--- config.mk ---
export PLATFORM = sky130hd
export DESIGN_NAME = r4_frame_loader
export DESIGN_NICKNAME = d
export VERILOG_FILES = /design/src/rtl/r4_pkg.sv /design/src/rtl/r4_frame_bank.sv /design/src/rtl/r4_frame_loader.sv
export SDC_FILE = /design/constraint.sdc
export NUM_CORES = 1
export LEC_CHECK = 0
export CAP_MARGIN = 40
export CORE_MARGIN = 1
export CORE_UTILIZATION = 40
export DETAILED_ROUTE_END_ITERATION = 7
export GPL_TIMING_DRIVEN = 0
export HOLD_SLACK_MARGIN = 0.08
export PLACE_DENSITY = 0.71
export SLEW_MARGIN = 0
export SYNTH_ARGS = -nofsm -noshare
export SYNTH_HDL_FRONTEND = slang
export SYNTH_HIERARCHICAL = 1
export SYNTH_SLANG_ARGS = --single-unit
export TNS_END_PERCENT = 100
--- constraint.sdc ---
create_clock -name CLK -period 2.25 [get_ports CLK]
set_clock_uncertainty 0.1 [all_clocks]
set_input_delay 0.3375 -clock CLK [delete_from_list [all_inputs] [get_ports CLK]]
set_output_delay 0.3375 -clock CLK [all_outputs]
set_load 0.02 [all_outputs]
--- src/rtl/r4_pkg.sv ---
// r4_pkg: constants and types shared by the radix-4 frame loader and the
// butterfly that consumes its frames.
//   DW_DEFAULT : default sample component width
//   NPTS       : samples per radix-4 frame
//   cplx_t     : one complex sample {re, im}
//   ctl_t      : twiddle controls {c3, c2, c1}
//   slot_idx() : arrival-count to storage-slot mapping
// Build macro BITREV_ORDER_EN selects bit-reversed slot order; when it is
// undefined, samples land in natural order.
package r4_pkg;

    localparam int DW_DEFAULT = 4;
    localparam int NPTS       = 4;

    typedef logic [2:0] ctl_t;

    typedef struct packed {
        logic [DW_DEFAULT-1:0] re;
        logic [DW_DEFAULT-1:0] im;
    } cplx_t;

    // Storage slot for the n-th sample of a frame.
    function automatic logic [1:0] slot_idx(input logic [1:0] n);
`ifdef BITREV_ORDER_EN
        return {n[0], n[1]};
`else
        return n;
`endif
    endfunction

endpackage

--- src/rtl/r4_frame_bank.sv ---
// r4_frame_bank: one frame buffer of the loader's ping-pong pair.
// Four {re, im} slots with one indexed write port, a ctl register with its
// own write enable, and all slots visible in parallel.
//   CLK, RST        : clock, synchronous active-high reset (clears contents)
//   we, waddr       : slot write enable and slot index
//   wre, wim        : sample being written
//   ctl_we, wctl    : twiddle-control write enable and value
//   re0..3, im0..3  : slot contents
//   ctl             : stored twiddle controls
module r4_frame_bank
    import r4_pkg::*;
#(
    parameter int DW = DW_DEFAULT
) (
    input  logic          CLK,
    input  logic          RST,
    input  logic          we,
    input  logic [1:0]    waddr,
    input  logic [DW-1:0] wre,
    input  logic [DW-1:0] wim,
    input  logic          ctl_we,
    input  ctl_t          wctl,
    output logic [DW-1:0] re0,
    output logic [DW-1:0] re1,
    output logic [DW-1:0] re2,
    output logic [DW-1:0] re3,
    output logic [DW-1:0] im0,
    output logic [DW-1:0] im1,
    output logic [DW-1:0] im2,
    output logic [DW-1:0] im3,
    output ctl_t          ctl
);

    logic [DW-1:0] re_r [NPTS];
    logic [DW-1:0] im_r [NPTS];
    ctl_t          ctl_r;

    // Slot and ctl storage with synchronous clear.
    always_ff @(posedge CLK) begin
        if (RST) begin
            for (int i = 0; i < NPTS; i++) begin
                re_r[i] <= '0;
                im_r[i] <= '0;
            end
            ctl_r <= 3'b000;
        end else begin
            if (we) begin
                re_r[waddr] <= wre;
                im_r[waddr] <= wim;
            end
            if (ctl_we) begin
                ctl_r <= wctl;
            end
        end
    end

    assign re0 = re_r[0];
    assign re1 = re_r[1];
    assign re2 = re_r[2];
    assign re3 = re_r[3];
    assign im0 = im_r[0];
    assign im1 = im_r[1];
    assign im2 = im_r[2];
    assign im3 = im_r[3];
    assign ctl = ctl_r;

endmodule

--- src/rtl/r4_frame_loader.sv ---
// r4_frame_loader: groups a serial stream of complex samples into 4-sample
// frames for the radix-4 butterfly, double-buffered so one frame loads while
// the previous one waits to be consumed.
//   CLK, RST                 : clock, synchronous active-high reset
//   s_valid/s_ready          : sample handshake; s_re, s_im, s_ctl payload
//   flush                    : drop the partially loaded frame
//   m_valid/m_ready          : frame handshake
//   xr0..3, xi0..3, c1..c3   : presented frame, driven only from registers
//   occ                      : number of full banks (0..2)
// Build macro BITREV_ORDER_EN: when defined, arrival order 0,1,2,3 fills
// slots 0,2,1,3; otherwise slots fill in natural order.
module r4_frame_loader
    import r4_pkg::*;
#(
    parameter int DW = DW_DEFAULT
) (
    input  logic          CLK,
    input  logic          RST,
    input  logic          s_valid,
    output logic          s_ready,
    input  logic [DW-1:0] s_re,
    input  logic [DW-1:0] s_im,
    input  logic [2:0]    s_ctl,
    input  logic          flush,
    output logic          m_valid,
    input  logic          m_ready,
    output logic [DW-1:0] xr0,
    output logic [DW-1:0] xr1,
    output logic [DW-1:0] xr2,
    output logic [DW-1:0] xr3,
    output logic [DW-1:0] xi0,
    output logic [DW-1:0] xi1,
    output logic [DW-1:0] xi2,
    output logic [DW-1:0] xi3,
    output logic          c1,
    output logic          c2,
    output logic          c3,
    output logic [1:0]    occ
);

    logic [1:0]    full_r;
    logic [1:0]    full_nxt_s;
    logic          wbank_r;
    logic          rbank_r;
    logic [1:0]    wcnt_r;

    logic          s_ready_s;
    logic          accept_s;
    logic          complete_s;
    logic          consume_s;

    logic [DW-1:0] bre_s [2][NPTS];
    logic [DW-1:0] bim_s [2][NPTS];
    ctl_t          bctl_s [2];

    // The write bank is free exactly when its full flag is clear; flush
    // wins over a simultaneous accept.
    assign s_ready_s  = !RST && !full_r[wbank_r];
    assign accept_s   = s_valid && s_ready_s && !flush;
    assign complete_s = accept_s && (wcnt_r == 2'd3);
    assign consume_s  = !RST && full_r[rbank_r] && m_ready;

    for (genvar b = 0; b < 2; b++) begin : g_bank
        r4_frame_bank #(.DW(DW)) u_bank (
            .CLK    (CLK),
            .RST    (RST),
            .we     (accept_s && (wbank_r == 1'(b))),
            .waddr  (slot_idx(wcnt_r)),
            .wre    (s_re),
            .wim    (s_im),
            .ctl_we (accept_s && (wcnt_r == 2'd0) && (wbank_r == 1'(b))),
            .wctl   (s_ctl),
            .re0    (bre_s[b][0]),
            .re1    (bre_s[b][1]),
            .re2    (bre_s[b][2]),
            .re3    (bre_s[b][3]),
            .im0    (bim_s[b][0]),
            .im1    (bim_s[b][1]),
            .im2    (bim_s[b][2]),
            .im3    (bim_s[b][3]),
            .ctl    (bctl_s[b])
        );
    end

    // Full-flag update. A completing frame and a consume always target
    // different banks (write bank is empty, read bank is full), so both
    // can apply at the same edge.
    always_comb begin
        full_nxt_s = full_r;
        if (complete_s) begin
            full_nxt_s[wbank_r] = 1'b1;
        end else begin
            full_nxt_s[wbank_r] = full_r[wbank_r];
        end
        if (consume_s) begin
            full_nxt_s[rbank_r] = 1'b0;
        end else begin
            full_nxt_s[rbank_r] = full_nxt_s[rbank_r];
        end
    end

    // Pointer, sample counter and full-flag registers.
    always_ff @(posedge CLK) begin
        if (RST) begin
            full_r  <= 2'b00;
            wbank_r <= 1'b0;
            rbank_r <= 1'b0;
            wcnt_r  <= 2'd0;
        end else begin
            full_r <= full_nxt_s;
            if (flush) begin
                wcnt_r <= 2'd0;
            end else if (accept_s) begin
                wcnt_r <= wcnt_r + 2'd1;
            end else begin
                wcnt_r <= wcnt_r;
            end
            if (complete_s) begin
                wbank_r <= ~wbank_r;
            end else begin
                wbank_r <= wbank_r;
            end
            if (consume_s) begin
                rbank_r <= ~rbank_r;
            end else begin
                rbank_r <= rbank_r;
            end
        end
    end

    // Output selection from the read bank; everything is forced low while
    // reset is held.
    always_comb begin
        if (RST) begin
            s_ready = 1'b0;
            m_valid = 1'b0;
            occ     = 2'd0;
            xr0 = '0; xr1 = '0; xr2 = '0; xr3 = '0;
            xi0 = '0; xi1 = '0; xi2 = '0; xi3 = '0;
            c1 = 1'b0; c2 = 1'b0; c3 = 1'b0;
        end else begin
            s_ready = s_ready_s;
            m_valid = full_r[rbank_r];
            occ     = {1'b0, full_r[0]} + {1'b0, full_r[1]};
            xr0 = bre_s[rbank_r][0]; xr1 = bre_s[rbank_r][1];
            xr2 = bre_s[rbank_r][2]; xr3 = bre_s[rbank_r][3];
            xi0 = bim_s[rbank_r][0]; xi1 = bim_s[rbank_r][1];
            xi2 = bim_s[rbank_r][2]; xi3 = bim_s[rbank_r][3];
            c1 = bctl_s[rbank_r][0];
            c2 = bctl_s[rbank_r][1];
            c3 = bctl_s[rbank_r][2];
        end
    end

endmodule

==> results.json, run 1 <==
{
  "cp-end-kind": "flip-flop",
  "rows": 34,
  "nNetsFinal": 375,
  "routed_wl_mm": 8.25,
  "pre_cts_ws_ps": -672,
  "critPathLaunchType": "primary input",
  "clock_latency_ps": 340,
  "slew_violations": 0,
  "drc": 4,
  "track_usage_pct": 18.4,
  "syn_inst": 292,
  "setup_tns_ps": 0,
  "ant_nets": 0,
  "cts_tree": "built",
  "p_leak_nw": 1.95,
  "overflow": 0,
  "clkPwrFrac_pct": 37.5,
  "hold_slack_ps": 130,
  "cp.arrival_ps": 2290,
  "drtIter0Drc": 108,
  "combPwrFrac_pct": 8.6,
  "cts.reportedPaths.clkPinSlew_ps": 70,
  "rrSetupSlack_ps": 350,
  "r2r_cells": 2,
  "grt_max_degree": 18,
  "p_sw_mw": 0.653,
  "status": "finished, violations left",
  "grt_pass1_vias": 2450,
  "seq_power_share_pct": 53.9,
  "cts.sinks": 76,
  "dieArea_um2": 9580,
  "initial_utilization_pct": 41.8,
  "htreeDepth": 3,
  "setup_ws_ps": 71.4,
  "slew_headroom_pct": 57.6,
  "grt_pass1_wl_mm": 13.0,
  "hp-class": "primary input to flip-flop",
  "numCtsBuffers": 9,
  "worst_hold_path.num_cells": 2,
  "timing.rr.end": "g_bank[0].u_bank/im_r[1][3]",
  "synth.net_count": 311,
  "hold_violations": 0,
  "hold_start": "RST",
  "finalCritPeriodShare_pct": 96.8,
  "ys_warn_count": 6,
  "hold-path-endpoint": "full_r[0]",
  "ios": 55,
  "max_freq_ghz": 0.459,
  "placed_area_um2": 4350,
  "die_height_um": 97.9,
  "clk_path_buf_depth": 2,
  "violations": "DRC",
  "yosysSeqAreaShare_pct": 58.8,
  "cp.required_ps": 2360,
  "vias": 2463,
  "worstSetupPathType": "primary input to flip-flop",
  "p_int_mw": 2.29,
  "period_needed_ps": 2180,
  "syn_area_um2": 3680,
  "rsz0062_at_grt": "no",
  "ys_types": 35,
  "drive_gt1_share_pct": 20.2,
  "diodes": 0,
  "dieWidth_um": 97.9,
  "ir_worst_vdd_mv": 0.498,
  "antenna_found_initial": 0,
  "worst_slew_pin_slew_ps": 636,
  "stdcell_area_um2": 4620,
  "area_growth_pct": 25.7,
  "synth-seq-cells": 76,
  "syn-mean-instance-area_um2": 12.6,
  "wl_per_cell_um": 17.6,
  "powerDensity_nw_per_um2": 637,
  "hpwl_mm": 5.49,
  "root_buffer": "clkbuf_8",
  "drtPass1Iterations": 6,
  "max-cap-violations": 0,
  "finalSetupViolations": 0,
  "r2r_start": "wcnt_r[0]",
  "place_congestion": 0.789,
  "port-buffer-count": 53,
  "crit_fanout": 10,
  "coreArea_um2": 8810,
  "swShare_pct": 22.2,
  "postCtsHoldBufs": 0,
  "vias_per_cell": 5.25
}
cell type report:
type,instances,area [µm²]
Fill cell,783,4180
Clock buffer,12,135
Multi-Input combinational cell,193,1420
Inverter,6,22.5
Buffer,16,140
Tap cell,108,135
Sequential cell,76,2170
Clock inverter,4,73.8
Timing Repair Buffer,54,534
routing by layer:
| layer | wire [µm] | vias up | track usage [%] |
|---|---|---|---|
| met1 | 3640 | 1191 | 24.4 |
| met5 | 0 | - | 0 |
| met3 | 399 | 16 | 2.58 |
| li1 | - | 1187 | - |
| met2 | 4020 | 69 | 29.1 |
| met4 | 190 | 0 | 10.1 |
worst max-delay path by stage:
stage                             endpoint     from  depth (start not counted)
2_1_floorplan  g_bank[1].u_bank/im_r[2][0]      RST                          5
3_3_place_gp   g_bank[1].u_bank/im_r[2][1]  s_valid                          5
3_5_place_dp   g_bank[1].u_bank/re_r[2][1]  s_valid                          5
4_1_cts                             xr2[1]  rbank_r                          5
5_1_grt        g_bank[1].u_bank/re_r[0][3]  s_valid                          6
6_report       g_bank[1].u_bank/re_r[0][3]  s_valid                          6
critical path, stage by stage:
cell and delay [ps]:
clkdlybuf4s50_1 490, or3b_4 440, nor3b_4 340, nor2b_4 320, buf_6 170, and3_1 180
power by group through the flow:
| stage | clock network (mW) | logic (mW) | registers, mW |
|---|---|---|---|
| after global routing | 1.18 | 0.273 | 1.59 |
| after CTS | 1.12 | 0.254 | 1.59 |
| after global placement | 0 | 0.260 | 1.62 |
| final | 1.10 | 0.253 | 1.59 |
| after floorplan | 0 | 0.134 | 1.61 |
| after detailed placement | 0 | 0.263 | 1.62 |
sequential cells by signal (all words and copies together), names as in the netlist:
register,flops
g_bank.u_bank/re_r,32
full_r,2
g_bank.u_bank/im_r,32
wcnt_r,2
wbank_r,1
rbank_r,1
g_bank.u_bank/ctl,6
synthesized netlist by cell type:
| cell | n | area, µm² |
|---|---|---|
| edfxtp_1 | 64 | 1920 |
| nor2_1 | 47 | 176 |
| mux2i_1 | 43 | 430 |
| and3_1 | 25 | 156 |
| and2_1 | 18 | 113 |
| dfxtp_1 | 12 | 240 |
| and2_2 | 10 | 75.1 |
| and3_2 | 8 | 60.1 |
| inv_1 | 6 | 22.5 |
| buf_6 | 5 | 56.3 |
| clkbuf_1 | 5 | 18.8 |
| a31o_2 | 4 | 35.0 |
| buf_2 | 4 | 20.0 |
| nor3_1 | 4 | 20.0 |
| a21o_2 | 3 | 26.3 |
| and4_2 | 3 | 30.0 |
| and4b_2 | 3 | 33.8 |
| ha_1 | 3 | 37.5 |
| a21oi_1 | 2 | 10.0 |
| and4bb_2 | 2 | 25.0 |
| buf_4 | 2 | 15.0 |
| mux2_2 | 2 | 22.5 |
| nand2_1 | 2 | 7.51 |
| nor2b_1 | 2 | 12.5 |
| nor2b_4 | 2 | 27.5 |
| o21ai_0 | 2 | 10.0 |
| a41oi_1 | 1 | 8.76 |
| and2b_4 | 1 | 10.0 |
| clkbuf_2 | 1 | 5.00 |
| nor2b_2 | 1 | 8.76 |
| nor3b_1 | 1 | 7.51 |
| o21bai_1 | 1 | 7.51 |
| o31ai_1 | 1 | 7.51 |
| or3b_4 | 1 | 11.3 |
| or4_1 | 1 | 7.51 |
cells in the final DEF, fill, tap and decap left out, types with 3 or more instances in the layout:
cell type,count
a21o_2,3
a31o_2,4
and2_1,18
and2_2,10
and3_1,25
and3_2,8
and4_2,3
and4b_2,3
buf_4,3
buf_6,8
clkbuf_1,7
clkbuf_8,9
clkdlybuf4s50_1,22
dfxtp_1,9
dfxtp_2,3
dlygate4sd2_1,21
dlymetal6s2s_1,9
edfxtp_1,64
ha_1,3
inv_1,6
mux2i_1,42
nor2_1,47
nor3_1,3
logic make-up (layout without fill, tap and decap cells):
logic type / after synthesis / count (layout) / share of synthesized area, %
compound gates: 14 / 14 / 2.86
fa+ha+maj: 3 / 3 / 1.02
buf+inv: 23 / 92 / 3.74
flops: 76 / 76 / 58.8
mux: 45 / 45 / 12.3
simple gates: 131 / 131 / 21.3
metrics by stage:
stage	total power, mW	util, %	instances
after floorplan	1.75	-	292
after global placement	1.88	49.4	453
after detailed placement	1.88	49.4	453
after CTS	2.96	51.8	469
after global routing	3.05	52.5	469
final	2.95	52.5	469
what timing repair did:
item,CTS,global route
endpoints found under the setup margin,171,81
buffers inserted,0,1
cloned,0,0
gates resized for setup,30,20
(Power assumes the default switching activity.)
==> run 2: changes to the inputs <==
--- a/config.mk
+++ b/config.mk
@@ -6,12 +6,12 @@
 export NUM_CORES = 1
 export LEC_CHECK = 0
 export CAP_MARGIN = 40
-export CORE_MARGIN = 1
+export CORE_MARGIN = 3
 export CORE_UTILIZATION = 40
 export DETAILED_ROUTE_END_ITERATION = 7
 export GPL_TIMING_DRIVEN = 0
 export HOLD_SLACK_MARGIN = 0.08
-export PLACE_DENSITY = 0.71
+export PLACE_DENSITY = 0.69
 export SLEW_MARGIN = 0
 export SYNTH_ARGS = -nofsm -noshare
 export SYNTH_HDL_FRONTEND = slang
==> constraint.sdc (replaced) <==
create_clock -name CLK -period 2.6 [get_ports CLK]
set_clock_uncertainty 0.1 [all_clocks]
set_input_delay 0.39 -clock CLK [delete_from_list [all_inputs] [get_ports CLK]]
set_output_delay 0.39 -clock CLK [all_outputs]
set_load 0.02 [all_outputs]
==> run 2 against run 1 <==
Net effect: the flow now finishes without violations; design area shrank 1.3%; die area grew 8.3%; sequential share of layout area grew 0.53 points; combinational power shrank 11%; final cell count grew 0.21%; routed wire length grew 2.7%; worst setup slack gained 81 ps; sequential cell count is the same; sequential power shrank 14%; via count shrank 0.12%; register-to-register slack gained 310 ps.
==> results.json, run 2 (synthesized netlist as in run 1, its figures left out) <==
{
  "root_buffer": "clkbuf_8",
  "slowest_stage": "clkdlybuf4s50_1",
  "rsz0062_at_grt": "no",
  "antenna_found_initial": 0,
  "diodes": 0,
  "rows": 34,
  "slew_headroom_pct": 53.9,
  "finalPower_mw": 2.45,
  "final_common_cell": "edfxtp_1",
  "place_congestion": 0.785,
  "coreArea_um2": 8810,
  "cts_tree": "built",
  "max-cap-violations": 0,
  "nNetsFinal": 376,
  "hp-class": "primary input to flip-flop",
  "ios": 55,
  "port-buffer-count": 53,
  "drtPass1Iterations": 4,
  "clock_latency_ps": 330,
  "postCtsHoldBufs": 0,
  "status": "complete, no violations",
  "overflow": 0,
  "clk_path_buf_depth": 2,
  "crit_fanout": 8,
  "use_met3_pct": 2.80,
  "vias_per_cell": 5.23,
  "placed_area_um2": 4350,
  "grt_util_met2_pct": 28.2,
  "cts.sinks": 76,
  "finalSetupViolations": 0,
  "wl_per_cell_um": 18.0,
  "drc": 0,
  "period_needed_ps": 2450,
  "ir_worst_vdd_mv": 0.272,
  "drtIter0Drc": 148,
  "track_usage_pct": 17.2,
  "use_met1_pct": 22.4,
  "dieArea_um2": 10400,
  "grt_busiest_layer": "met2",
  "cts.reportedPaths.clkPinSlew_ps": 70,
  "cp.required_ps": 2480,
  "worst_hold_path.num_cells": 2,
  "routed_wl_mm": 8.47,
  "cp-end-kind": "flip-flop",
  "critPathLaunchType": "primary input",
  "area_growth_pct": 24.1,
  "cp_cell_sequence": "clkdlybuf4s50_1 -> or3b_4 -> nor3b_2 -> buf_2 -> nand2_1 -> o21bai_2",
  "htreeDepth": 3,
  "hold_violations": 0,
  "powerDensity_nw_per_um2": 537,
  "p_leak_nw": 1.81,
  "worst_slew_pin_slew_ps": 692,
  "vias": 2460,
  "slew_violations": 0,
  "hold_slack_ps": 192,
  "initial_utilization_pct": 41.8,
  "stdcell_area_um2": 4560,
  "numCtsBuffers": 9,
  "drive_gt1_share_pct": 19.6,
  "grt_pass1_vias": 2474,
  "worstSetupPathType": "primary input to flip-flop",
  "ant_nets": 0,
  "cp.arrival_ps": 2330,
  "hpwl_mm": 5.71,
  "cts_setup_buffers": 0,
  "finalCritPeriodShare_pct": 94.1,
  "die_height_um": 102,
  "max_freq_ghz": 0.409,
  "cp_slowest_stage_delay_ps": 500,
  "final_cell_mix": "edfxtp_1, nor2_1, clkdlybuf4s50_1",
  "r2r_cells": 4,
  "grt_max_degree": 18,
  "grt_pass1_wl_mm": 13.2,
  "dieWidth_um": 102
}
-- run 2: changes by cell type in the layout (fill, tap and decap cells not counted), moves of 2 or more --
cell             delta
dlymetal6s2s_1      -5
buf_6               -2
dfxtp_2             -3
dlygate4sd2_1      -16
dfxtp_1             +3
clkbuf_4            +2
clkinv_2            +4
clkdlybuf4s50_1    +22
-- run 2: report_power, final --
group / internal [mW] / leakage [nW] / switching, mW
logic: 0.0912 / 0.948 / 0.134
registers: 1.36 / 0.758 / 0.0159
clock network: 0.435 / 0.0996 / 0.415
-- run 2: metrics by stage --
stage	instances	util (%)	setup slack [ps]	TNS, ps
floorplan	292	-	223	0
global route	470	51.8	30.4	0
finish	470	51.8	152	0
global placement	453	49.3	-728	-41350
detailed placement	454	49.4	-621	-19470
CTS	470	51.6	9.28	0
-- run 2: final cells by class --
class                      count  area (µm²)
clock inverter                 6        55.1
timing repair buffer          54         539
fill                         779        4240
clock buffer                  10         128
multi-input combinational    193        1390
sequential                    76        2160
inverter                       6        22.5
buffer                        17         129
tap                          108         135
-- run 2: final timing paths --
path                           startpoint                     endpoint  slack (ps)
setup / recovery                  s_valid  g_bank[1].u_bank/re_r[2][1]         150
hold / removal                        RST                    full_r[0]         190
setup reg to reg                  wbank_r  g_bank[1].u_bank/re_r[2][1]         660
hold reg to reg   g_bank[0].u_bank/ctl[0]      g_bank[0].u_bank/ctl[0]         400
-- run 2: layer usage --
| layer | vias to the layer above | share of wire [%] |
|---|---|---|
| met5 | - | 0 |
| met4 | 0 | 1.8 |
| met3 | 12 | 6.1 |
| met2 | 74 | 51 |
| met1 | 1185 | 41 |
| li1 | 1189 | - |
-- run 2: timing repair --
| item | in CTS | in global routing |
|---|---|---|
| gates resized for setup | 10 | 7 |
| setup endpoints to repair | 17 | 37 |
| gates cloned | 0 | 0 |
-- run 2: worst max-delay path, delay by kind of cell --
kind	cells	cell delay (ps)
AOI/OAI and AO/OA	1	410
buffers and inverters	2	710
and+or+nand+nor	3	820
==> run 3: changes to the inputs <==
--- a/config.mk
+++ b/config.mk
@@ -5,7 +5,7 @@
 export SDC_FILE = /design/constraint.sdc
 export NUM_CORES = 1
 export LEC_CHECK = 0
-export CAP_MARGIN = 40
+export CAP_MARGIN = 25
 export CORE_MARGIN = 3
 export CORE_UTILIZATION = 40
 export DETAILED_ROUTE_END_ITERATION = 7
==> run 3 against run 2 <==
Net effect: via count is the same; hold slack improved by 3.5 ps; final cell count decreased by 0.21%; die area stayed put; highest routed layer unchanged.
==> results.json, run 3 (synthesized netlist as in run 1, its figures left out) <==
{
  "cp-end-kind": "output port",
  "max_freq_ghz": 0.411,
  "clock_latency_ps": 330,
  "hold-path-endpoint": "full_r[0]",
  "max-cap-violations": 0,
  "finalSetupViolations": 0,
  "numCtsBuffers": 9,
  "hpwl_mm": 5.65,
  "vias_per_cell": 5.25,
  "final_common_cell": "edfxtp_1",
  "powerDensity_nw_per_um2": 571,
  "drive_gt1_share_pct": 18.8,
  "die_height_um": 102,
  "worst_slew_pin_slew_ps": 649,
  "final_util_pct": 52.5,
  "final_cell_mix": "edfxtp_1, nor2_1, clkdlybuf4s50_1",
  "layout.area.seq_um2": 2160,
  "hp-class": "primary input to flip-flop",
  "cp.arrival_ps": 1940,
  "cts.sinks": 76,
  "r2r_cells": 3,
  "clk_path_buf_depth": 2,
  "timing.rr.end": "g_bank[1].u_bank/re_r[2][2]",
  "cts_tree": "built",
  "grt_pass1_wl_mm": 13.1,
  "p_leak_nw": 1.86,
  "dieWidth_um": 102,
  "nNetsFinal": 375,
  "worst_hold_path.num_cells": 2,
  "hold_slack_ps": 196,
  "r2r_start": "wbank_r",
  "diodes": 0,
  "antenna_found_initial": 0,
  "period_needed_ps": 2430,
  "crit_fanout": 10,
  "root_buffer": "clkbuf_8",
  "routed_wl_mm": 8.42,
  "coreArea_um2": 8810,
  "fillers": 770,
  "vias": 2460,
  "grt_pass1_vias": 2481,
  "critPathLaunchType": "flip-flop",
  "rsz0062_at_grt": "no",
  "initial_utilization_pct": 41.8,
  "dieArea_um2": 10400,
  "pre_cts_ws_ps": -796,
  "cp.required_ps": 2110,
  "rows": 34,
  "setup_ws_ps": 166,
  "postCtsHoldBufs": 0,
  "setup_tns_ps": 0,
  "overflow": 0,
  "place_congestion": 0.785,
  "rrSetupSlack_ps": 750,
  "dpl.cell_count": 453,
  "multiInputGateArea_um2": 1400,
  "track_usage_pct": 17.2,
  "drtPass1Iterations": 4,
  "cts.reportedPaths.clkPinSlew_ps": 70,
  "grt_max_degree": 18,
  "area_growth_pct": 25.8,
  "drc": 0,
  "status": "complete, no violations",
  "ant_nets": 0,
  "hold_violations": 0,
  "finalCritPeriodShare_pct": 93.6,
  "slew_headroom_pct": 56.8,
  "ios": 55,
  "hold_start": "RST",
  "ir_worst_vdd_mv": 0.354,
  "final_cells": 469,
  "port-buffer-count": 53,
  "slew_violations": 0,
  "htreeDepth": 3,
  "drtIter0Drc": 161,
  "wl_per_cell_um": 18.0,
  "worstSetupPathType": "flip-flop to output port"
}
==> run 3: per-stage QoR <==
step / power, mW / area [µm²]
2_1_floorplan: 1.51 / 3680
3_3_place_gp: 1.63 / 4340
3_5_place_dp: 1.63 / 4340
4_1_cts: 2.66 / 4590
5_1_grt: 2.74 / 4630
6_report: 2.64 / 4630
==> run 3: power by group <==
part / total [mW] / switching (mW) / internal (mW) / leakage, nW
logic: 0.227 / 0.135 / 0.0924 / 0.990
registers: 1.37 / 0.0158 / 1.36 / 0.758
clock network: 1.04 / 0.412 / 0.630 / 0.115
==> run 3: worst max-delay path, stage by stage, from the launching register on <==
cell             delay, ps
dfxtp_1                310
clkbuf_1               140
clkbuf_4               290
mux2i_1                230
nor2_1                  70
clkdlybuf4s50_1        560
==> run 3: final cells by class <==
class | instances | share of cell area [%]
inverter | 6 | 0.487
tap | 108 | 2.92
multi-input combinational | 193 | 30.2
clock inverter | 6 | 2.22
timing repair buffer | 53 | 11.9
sequential | 76 | 46.7
clock buffer | 10 | 2.76
buffer | 17 | 2.79
==> run 3: layer usage <==
| metal | routed length (µm) | track usage [%] | vias up |
|---|---|---|---|
| met5 | 0 | 0 | - |
| met4 | 147 | 6.76 | 0 |
| met3 | 468 | 3.62 | 11 |
| met2 | 4200 | 29.0 | 63 |
| met1 | 3610 | 21.8 | 1206 |
| li1 | - | - | 1180 |
==> run 3: how the worst max path moves through the flow <==
| stage | from | endpoint | cells past startpoint |
|---|---|---|---|
| 6_report | rbank_r | c3 | 5 |
| 4_1_cts | rbank_r | xr1[0] | 6 |
| 5_1_grt | rbank_r | xr2[1] | 5 |
| 3_3_place_gp | s_valid | g_bank[1].u_bank/re_r[2][1] | 5 |
| 3_5_place_dp | s_valid | g_bank[1].u_bank/re_r[2][1] | 5 |
| 2_1_floorplan | RST | g_bank[1].u_bank/im_r[2][0] | 5 |
==> run 3: what timing repair did <==
item,CTS,global route
resized for setup,6,12
setup endpoints to repair,53,34
setup buffers,0,0
